$ cat config.mk
export PLATFORM = sky130hd
export DESIGN_NAME = stall_ctrl
export DESIGN_NICKNAME = d
export VERILOG_FILES = /design/src/rtl/stall_ctrl.sv
export SDC_FILE = /design/constraint.sdc
export NUM_CORES = 1
export LEC_CHECK = 0
export BUFFER_PORTS_ARGS = -buffer_cell sky130_fd_sc_hd__clkbuf_2
export CORE_ASPECT_RATIO = 0.75
export CORE_MARGIN = 2
export CORE_UTILIZATION = 51
export CTS_CLUSTER_DIAMETER = 40
export CTS_CLUSTER_SIZE = 16
export DETAILED_ROUTE_END_ITERATION = 10
export PLACE_DENSITY = 0.8
export RECOVER_POWER = 50
export REMOVE_ABC_BUFFERS = 1
export SLEW_MARGIN = 20
export SYNTH_ARGS = -nofsm -noshare
export SYNTH_HDL_FRONTEND = slang
export SYNTH_SLANG_ARGS = --single-unit
$ cat constraint.sdc
create_clock -name clk -period 3.24 [get_ports clk]
set_input_delay 0.81 -clock clk [delete_from_list [all_inputs] [get_ports clk]]
set_output_delay 0.81 -clock clk [all_outputs]
set_load 0.005 [all_outputs]
$ cat src/rtl/stall_ctrl.sv
// stall_ctrl - pipeline stall controller for the five-stage MIPS core.
//
// Each cycle decides whether the PC and IF/ID register freeze and a bubble
// is pushed into ID/EX. Two hazard sources are merged:
//   * Tuse/Tnew data hazards of the D-stage instruction against E and M
//   * occupancy of the multi-cycle MDU (mult/div) for D-stage MDU instrs
// Also owns the MDU busy down-counter and a saturating stall-cycle counter.
//
// Ports:
//   clk, reset          clock, synchronous active-high reset
//   D_rs/D_rt           D-stage source registers
//   D_tuse_rs/rt        cycles until the source is needed (3 = not read)
//   D_is_md             D-stage instr uses the MDU / HI / LO
//   E_wa/E_tnew         E-stage destination and cycles until result ready
//   M_wa/M_tnew         M-stage destination and cycles until result ready
//   E_md_start/E_md_div MDU op starts this cycle; div (1) or mult (0)
//   PC_EN/IF_ID_EN      write enables, low while stalled
//   ID_EX_CLR           insert bubble into ID/EX
//   md_busy             MDU counter nonzero
//   stall_cnt           saturating count of stalled cycles since reset
module stall_ctrl #(
  parameter int MULT_LAT = 5,
  parameter int DIV_LAT  = 10,
  parameter int CNT_W    = 32
) (
  input  logic             clk,
  input  logic             reset,
  input  logic [4:0]       D_rs,
  input  logic [4:0]       D_rt,
  input  logic [1:0]       D_tuse_rs,
  input  logic [1:0]       D_tuse_rt,
  input  logic             D_is_md,
  input  logic [4:0]       E_wa,
  input  logic [1:0]       E_tnew,
  input  logic [4:0]       M_wa,
  input  logic [1:0]       M_tnew,
  input  logic             E_md_start,
  input  logic             E_md_div,
  output logic             PC_EN,
  output logic             IF_ID_EN,
  output logic             ID_EX_CLR,
  output logic             md_busy,
  output logic [CNT_W-1:0] stall_cnt
);

  localparam int LAT_MAX = (DIV_LAT > MULT_LAT) ? DIV_LAT : MULT_LAT;
  localparam int MD_W    = ($clog2(LAT_MAX + 1) > 4) ? $clog2(LAT_MAX + 1) : 4;
  localparam logic [MD_W-1:0] DIV_V  = MD_W'(DIV_LAT);
  localparam logic [MD_W-1:0] MULT_V = MD_W'(MULT_LAT);

  logic [MD_W-1:0]  r_md_cnt;
  logic [CNT_W-1:0] r_stall_cnt;

  logic w_haz_rs, w_haz_rt, w_haz_md, w_stall;

  // $0 is hardwired, so a match on register 0 is never a real dependency.
  assign w_haz_rs = (D_rs != 5'd0) &&
                    (((D_rs == E_wa) && (D_tuse_rs < E_tnew)) ||
                     ((D_rs == M_wa) && (D_tuse_rs < M_tnew)));
  assign w_haz_rt = (D_rt != 5'd0) &&
                    (((D_rt == E_wa) && (D_tuse_rt < E_tnew)) ||
                     ((D_rt == M_wa) && (D_tuse_rt < M_tnew)));

  assign md_busy  = (r_md_cnt != '0);
  // The starting op is still in E this cycle, so the MDU is already taken.
  assign w_haz_md = D_is_md && (E_md_start || md_busy);
  assign w_stall  = w_haz_rs || w_haz_rt || w_haz_md;

  // Enables are forced open while reset is held so the pipeline can flush.
  assign PC_EN     = reset || !w_stall;
  assign IF_ID_EN  = reset || !w_stall;
  assign ID_EX_CLR = !reset && w_stall;
  assign stall_cnt = r_stall_cnt;

  always_ff @(posedge clk) begin
    if (reset) begin
      r_md_cnt    <= '0;
      r_stall_cnt <= '0;
    end else begin
      // A start while busy simply reloads; a correct pipeline never does it.
      if (E_md_start)
        r_md_cnt <= E_md_div ? DIV_V : MULT_V;
      else if (r_md_cnt != '0)
        r_md_cnt <= r_md_cnt - MD_W'(1);

      if (w_stall && (r_stall_cnt != '1))
        r_stall_cnt <= r_stall_cnt + CNT_W'(1);
    end
  end

endmodule

# Yosys cells after proc, flatten, opt, wreduce, memory -nomap -nowiden
# Index checks and enable logic that the tools add are counted.
[totals]
in_bits = 33
reg_bits = 36
word_cells = 37
[op_classes]
reduce_logical = 21
n_eq_ne = 5
n_lt_le_gt_ge = 4
n_mux = 3
add_sub_neg = 2
[op_table]
columns = ["op", "count"]
rows = [
  ["32-bit by 1-bit adder with 32-bit output (second input constant)", 1],
  ["32-bit inequality test (second input constant)", 1],
  ["5-bit == test", 4],
  ["4-bit two-way mux", 3],
  ["5-bit nonzero test", 2],
  ["1-bit logical AND", 9],
  ["2-bit < comparator", 4],
  ["1-bit logical OR", 6],
  ["4-bit nonzero test", 1],
  ["4-bit by 1-bit subtractor with 4-bit output (second input constant)", 1],
  ["1-bit zero test", 2],
  ["2-bit nonzero test", 1],
]

# Depth between registers and ports, before layout
# Gate-level depths: netlist (run 1).
[logic_depth]
depth_word = 8
ltp_mapped = 11

# Least setup slack after synthesis (run 1)
# No wires, ideal clock.
[synth_timing]
path_type = "input port to output port"
startpoint = "input port M_tnew[1]"
endpoint = "output port PC_EN"
t_required_ps = 2430
path_slack_ps = 325
t_arrival_ps = 2105
path_buffers = 1
stages = 8
cell_sequence = "inv_1 > ha_1 > a2111oi_2 > nand4_1 > o2bb2ai_1 > a31oi_1 > inv_1 > buf_4"
[synth_between]
elab_chain_cells = 8
elab_cells_between_ends = 12
classes_between = "2 x order compare; 10 x reduce/logical"
[synth_lines]
columns = ["item", "line_no", "text"]
rows = [
  ["from (decl)", "36", "input logic [1:0] M_tnew,"],
  ["2-bit < comparator, on equally long branches", "59, 62", ""],
  ["1-bit logical AND, on equally long branches", "59, 62", ""],
  ["1-bit logical OR, on equally long branches", "58, 61", ""],
  ["1-bit logical AND, on equally long branches", "57, 60", ""],
  ["1-bit logical OR * (2 in series)", "67", "assign w_stall = w_haz_rs || w_haz_rt || w_haz_md;"],
  ["1-bit zero test *", "--", ""],
  ["1-bit logical OR *", "--", ""],
  ["to (decl)", "39", "output logic PC_EN,"],
]
# Mark *: on every way between the ends. The rest lies on a longest branch, timed or not.

# Worst setup path in the final report (run 1)
[layout_timing]
startpoint = "input port M_tnew[1]"
endpoint = "output port PC_EN"
[layout_between]
elab_chain_cells = 8
elab_cells_between_ends = 12
classes_between = "2 x order compare; 10 x reduce/logical"
[layout_lines]
columns = ["item", "line_no", "text"]
rows = [
  ["2-bit < comparator, on equally long branches", "59, 62", ""],
  ["1-bit logical AND, on equally long branches", "59, 62", ""],
  ["1-bit logical OR, on equally long branches", "58, 61", ""],
  ["1-bit logical AND, on equally long branches", "57, 60", ""],
  ["1-bit logical OR * (2 in series)", "67", ""],
  ["1-bit zero test *", "70", "assign PC_EN = reset || !w_stall;"],
  ["1-bit logical OR *", "70", ""],
]
# Marks and branches as above.

==> results of run 1 <==
## cells by family after synthesis
group,Yosys count,share of synthesized area
muxes,2,0.00985
and+or+nand+nor,130,0.315
buffers and inverters,20,0.0411
xor gates and xnor gates,42,0.170
adders and majority gates,7,0.0406
DFF,36,0.334
AOI/OAI and AO/OA,33,0.0898
## synthesized netlist by cell type, types with 2 or more instances
library cell   n  area, sq um
dfxtp_1       36          721
nor2_1        36          135
xor2_1        33          289
nand2_1       23         86.3
nand3_1       16         80.1
o21ai_0       14         70.1
nand4_1       13         81.3
a21oi_1       11         55.1
and3_1        10         62.6
inv_1         10         37.5
xnor2_1        9         78.8
ha_1           7         87.6
or3_1          7         43.8
or4_1          7         52.6
clkbuf_1       6         22.5
nor2b_1        4         25.0
nor4_1         4         25.0
buf_2          2         10.0
nand2b_1       2         12.5
nor3_1         2         10.0
o2bb2ai_1      2         17.5
## cells in the final DEF (no fill, tap or decap), drive strengths merged, types with 3 or more instances in the layout
master,instances
a21oi,11
and3,10
buf,3
clkbuf,76
dfxtp,36
ha,7
inv,10
nand2,24
nand3,18
nand4,13
nor2,36
nor2b,4
nor3,3
nor4,5
o21ai,14
or3,7
or4,7
xnor2,9
xor2,33
## report_power, final
group | internal, uW | switching [uW]
clock network | 271 | 160
logic | 67.6 | 86.6
registers | 452 | 10.9
total | 791 | 257
## state kept, by name (all words and copies together), names as in the netlist
register,count
stall_cnt,32
r_md_cnt,4
## final cells by class
cell class | count | share of cell area
Clock inverter | 1 | 0.0114
Timing Repair Buffer | 72 | 0.129
Sequential cell | 36 | 0.272
Multi-Input combinational cell | 214 | 0.510
Tap cell | 55 | 0.0260
Inverter | 10 | 0.0142
Clock buffer | 7 | 0.0364
## stage by stage
step,hold slack (ps),instances,worst slack [ps]
4_1_cts,508,395,150
3_5_place_dp,497,387,151
3_3_place_gp,486,387,213
2_1_floorplan,475,260,368
6_report,504,395,157
5_1_grt,539,395,17.4
## routing by layer
| layer | GRT usage | vias up | part of all wire |
|---|---|---|---|
| li1 | - | 1085 | - |
| met2 | 0.344 | 62 | 0.44 |
| met4 | 0.0911 | 0 | 0.016 |
| met3 | 0.0536 | 9 | 0.052 |
| met1 | 0.315 | 996 | 0.49 |
| met5 | 0 | - | 0 |
## path summary, 6_finish.rpt
| check | startpoint | endpoint | slack [ps] | depth (start not counted) |
|---|---|---|---|---|
| setup / recovery | M_tnew[1] | PC_EN | 160 | 9 |
| hold / removal | stall_cnt[29] | stall_cnt[29] | 500 | 2 |
| setup reg to reg | stall_cnt[0] | stall_cnt[25] | 860 | 9 |
| hold reg to reg | stall_cnt[29] | stall_cnt[29] | 500 | 2 |
## worst max-delay path, cell delays in order
cell	delay, ps
clkbuf_2	70
inv_1	50
ha_1	280
a2111oi_2	360
nand4_1	140
o2bb2ai_1	170
a31oi_1	200
inv_1	80
clkbuf_2	110
==> summary.md, run 1 <==
| Metric | Value |
|---|---|
| Cell count after synthesis | `between 200 and 300` |
| Post-detailed-placement half-perimeter wirelength | `3910 microns` |
| Netlist Area Pre-Place | `2160 sq um` |
| Hold Vio Cnt, Final | `0` |
| Total setup buffers inserted after CTS | `0` |
| Min cycle time layout | `approximately 3100 ps` |
| Required time of the worst setup path | `2430 ps` |
| Clock input transition at the sequential cells of the worst setup and hold paths | `about 70 ps` |
| Routability congestion estimate | `0.993` |
| Setup violations, final | `0` |
| Share of the clock period used by the worst path | `0.951` |
| Proportion of register bits with asynchronous set or reset after synthesis | `0` |
| Register area share after synthesis | `0.334` |
| Post-CTS sizing | `0` |
| Setup skew after layout | `7.86 ps` |
| Gr usage total | `0.226` |
| Total count of max-transition violations in the final report | `41` |
| Number of global-route vias before repair | `roughly 1900` |
| Root Buffer | `clkbuf_8` |
| Number of remaining DRC errors | `0` |
| Antenna violations before repair | `0` |
| Total Wirelength | `between 5000 and 6000 microns` |
| NumNets Final | `~380` |
| FF+latch area | `a little over 700 sq um` |
| Cts bufs inserted | `5` |
| CTS sink count | `36` |
| Clock tree buffer depth | `2` |
| Routed Antenna Nets | `0` |
| Final cell area excluding filler cells | `about 2600 sq um` |
| CP Max Fanout | `2` |
| Final global-route overflow total | `0` |
| Violated checks | `capacitance limit, slew limit` |
| Drt pass-1 iters | `4` |
| Critical Path Source Type | `input port` |
| # hold bufs at CTS | `0` |
| Number of DRC markers after the initial detailed-route iteration | `106` |
| Max Clock Freq | `324 MHz` |
| Setup repair after global routing missed its margin | `no` |
| Width of the die | `79.1 microns` |
| Die Ht | `between 60 and 70 microns` |
| Count of warnings emitted by yosys | `0` |
| H-tree Lvls | `2` |
| Number of flops mapped to enable cells by yosys | `0` |
| Critical Path End Type | `primary output` |
| FF+latch count, synth | `36` |
| Syn avg cell area | `between 7 and 8 sq um` |
| Number of maximum-capacitance violations | `1` |
| Largest net degree at the start of global routing | `41` |
| Num ports | `69` |
| Setup_tns | `0 ps` |
| Slew at the pin with the worst max-slew slack | `between 1500 and 2000 ps` |
| Average detailed-routed wire length per instance | `around 13 microns` |
| Via density | `roughly 5.4` |
| Via count | `roughly 2200` |
| Final Power | `1050 uW` |
| Number of diodes added for antenna fixing | `0` |
| Clock latency reported for the late side of the worst-skew pair | `approximately 290 ps` |
| Total area of multi-input combinational cells | `between 1000 and 1500 sq um` |
| Peak VDD IR | `about 320 uV` |
| CTS tree | `built` |
| Outcome | `finished with violations` |
| Worst hold path class | `flip-flop to flip-flop` |
| First-pass GRT wire length | `between 8000 and 9000 microns` |
| Placed Area | `2550 sq um` |
| Most instantiated flip-flop cell in the synthesis netlist | `dfxtp_1` |
| Area grow syn2layout | `22.5%` |
| Crit Path Class | `input port to primary output` |
| Final cell utilization of the core | `0.652` |
| Core Region | `4050 sq um` |
| Worst path arrival time | `2270 ps` |
| Post-synthesis cell type count | `37` |
| Std-Cell Rows | `20` |
| Die area | `~4800 sq um` |
| Leakage power total | `about 0.0011 uW` |
| Total of fill cells in the finished design | `366` |
| Headroom to the max-slew limit | `-0.136` |
| Number of port buffers | `a little under 70` |
| P per Cell Area | `around 400 nW/um^2` |
| Proportion of layout cells with a drive suffix above 1 | `0.191` |
| Initial standard-cell utilization of the core | `0.533` |
No activity file was read; power rests on OpenSTA's default activity.
==> run 2, diff against run 1 <==
Settings changed: CORE_UTILIZATION 51 to 53, CTS_BUF_LIST set to sky130_fd_sc_hd__clkbuf_8, PLACE_DENSITY 0.8 to 0.83.
==> run 2 against run 1 <==
The flow still finishes with violations (capacitance limit, slew limit). First-iteration DRC count up 1.9%. Clock power decreased by 26%. Register-to-register slack about the same. Combinational power about the same. Critical path depth unchanged. Sequential cell count is the same.
==> summary.md, run 2 (synthesis results as in run 1) <==
| Metric | Value |
|---|---|
| Antenna violations before repair | `0 (unchanged)` |
| Area grow syn2layout | `21.1%` |
| Average detailed-routed wire length per instance | `12.7 microns (-2.2%)` |
| Final cell area excluding filler cells | `2620 sq um (-1.1%)` |
| DP Worst Slack | `189 ps (+38.5 ps)` |
| Worst hold path class | `flip-flop to flip-flop` |
| Number of maximum-capacitance violations | `1 (unchanged)` |
| FF+latch area | `721 sq um (unchanged)` |
| Clock input transition at the sequential cells of the worst setup and hold paths | `60 ps (about the same)` |
| Initial standard-cell utilization of the core | `0.543 (+0.0101)` |
| Critical Path End Type | `primary output` |
| Worst path arrival time | `2230 ps (-40 ps)` |
| Die Ht | `59.3 microns (-1.8%)` |
| Root Buffer | `clkbuf_8` |
| Clock latency reported for the late side of the worst-skew pair | `290 ps (about the same)` |
| Number of diodes added for antenna fixing | `0 (unchanged)` |
| Number of remaining DRC errors | `0 (unchanged)` |
| Required time of the worst setup path | `2430 ps (about the same)` |
| Total setup buffers inserted after CTS | `0 (unchanged)` |
| Max Clock Freq | `329 MHz (+1.4%)` |
| Via density | `5.37 (-1.3%)` |
| CTS sink count | `36 (unchanged)` |
| Cts bufs inserted | `5 (unchanged)` |
| Final global-route overflow total | `0 (unchanged)` |
| Final cell utilization of the core | `0.658 (+0.00508)` |
| Violated checks | `capacitance limit, slew limit` |
| CP Max Fanout | `2 (unchanged)` |
| Leakage power total | `0.00110 uW (+0.90%)` |
| P per Cell Area | `358 nW/um^2 (-9.6%)` |
| Post-detailed-placement half-perimeter wirelength | `3830 microns (-2.0%)` |
| Proportion of layout cells with a drive suffix above 1 | `0.203 (+0.0118)` |
| Number of DRC markers after the initial detailed-route iteration | `108 (+1.9%)` |
| Peak VDD IR | `205 uV (-36%)` |
| Outcome | `finished with violations` |
| Number of port buffers | `68 (unchanged)` |
| First-pass GRT wire length | `8460 microns (+1.9%)` |
| Final Power | `938 uW (-11%)` |
| CTS tree | `built` |
| Setup violations, final | `0 (unchanged)` |
| Setup repair after global routing missed its margin | `no` |
| Total of fill cells in the finished design | `344 (-6.0%)` |
| Gr usage total | `0.232 (+0.00562)` |
| Leading cell type in the layout, fill and taps excluded | `clkbuf_2` |
| Worst R2R Setup Slack | `850 ps (about the same)` |
| Post-CTS sizing | `0 (unchanged)` |
| Leading cell types in the layout, fill and taps excluded | `clkbuf_2, nor2_1, dfxtp_1` |
| Hold Vio Cnt, Final | `0 (unchanged)` |
| Min cycle time layout | `3040 ps (-43.2 ps)` |
| Drt pass-1 iters | `4 (unchanged)` |
| Total Wirelength | `5020 microns (-2.2%)` |
| H-tree Lvls | `2 (unchanged)` |
| Total count of max-transition violations in the final report | `41 (unchanged)` |
| Via count | `2123 (-1.3%)` |
| Setup slack of the critical path after layout | `200 ps (+43.2 ps)` |
| Core Region | `3980 sq um (-1.9%)` |
| Width of the die | `77.7 microns (-1.8%)` |
| Slew at the pin with the worst max-slew slack | `1620 ps (-79.8 ps)` |
| Critical Path Source Type | `input port` |
| Num ports | `69 (unchanged)` |
| Routability congestion estimate | `0.948 (-4.5%)` |
| Die area | `4610 sq um (-3.6%)` |
| NumNets Final | `379 (unchanged)` |
| Routed Antenna Nets | `0 (unchanged)` |
| Placed Area | `2550 sq um (unchanged)` |
| # hold bufs at CTS | `0 (unchanged)` |
| Max FFs per register | `32 (unchanged)` |
| Setup_tns | `0 ps (unchanged)` |
| Crit Path Class | `input port to primary output` |
| Share of the clock period used by the worst path | `0.938 (-0.0133)` |
| Largest net degree at the start of global routing | `41 (unchanged)` |
| Total area of multi-input combinational cells | `1350 sq um (unchanged)` |
| Headroom to the max-slew limit | `-0.0825 (+0.0532)` |
| Setup skew after layout | `4.07 ps (-3.79 ps)` |
| Std-Cell Rows | `20 (unchanged)` |
| Clock tree buffer depth | `2 (unchanged)` |
| Number of global-route vias before repair | `1918 (+3.3%)` |
## run 2: cell types whose count changed in the layout (fill, tap and decap cells not counted), sizes merged
cell	before	now
clkbuf	76	74
inv	10	12
bufinv	1	0
buf	3	4
## run 2: final cells by class
| cell class | count | share of cell area |
|---|---|---|
| Clock buffer | 6 | 0.0316 |
| Sequential cell | 36 | 0.275 |
| Inverter | 10 | 0.0143 |
| Tap cell | 55 | 0.0263 |
| Multi-Input combinational cell | 214 | 0.516 |
| Timing Repair Buffer | 72 | 0.133 |
| Clock inverter | 2 | 0.00287 |
## run 2: worst paths after layout
check	from	cells past startpoint	to
setup / recovery	M_tnew[1]	9	PC_EN
hold / removal	stall_cnt[31]	2	stall_cnt[31]
setup reg to reg	stall_cnt[0]	9	stall_cnt[21]
hold reg to reg	stall_cnt[31]	2	stall_cnt[31]
## run 2: per-stage QoR
step | hold slack [ps] | std cells
floorplan | 475 | 260
global placement | 487 | 387
detailed placement | 496 | 387
CTS | 505 | 395
global route | 535 | 395
finish | 498 | 395
## run 2: metal layers
metal | wire length (microns) | track usage | part of all wire | up-vias
li1 | - | - | - | 1083
met1 | 2520 | 0.308 | 0.50 | 984
met2 | 2230 | 0.385 | 0.44 | 49
met3 | 210 | 0.0427 | 0.042 | 7
met4 | 59 | 0.0765 | 0.012 | 0
met5 | 0 | 0 | 0 | -
## run 2: report_power, final
| group | leakage, uW | internal, uW | switching, uW |
|---|---|---|---|
| sequential | 0.000291 | 453 | 10.8 |
| clock | 0.0000538 | 167 | 152 |
| combinational | 0.000751 | 68.9 | 86.3 |
## run 2: worst max-delay path, cell delays in order
cell and delay (ps):
clkbuf_2 70, inv_1 50, ha_1 280, a2111oi_2 320
nand4_1 140, o2bb2ai_1 170, a31oi_1 190, inv_1 80
clkbuf_2 110
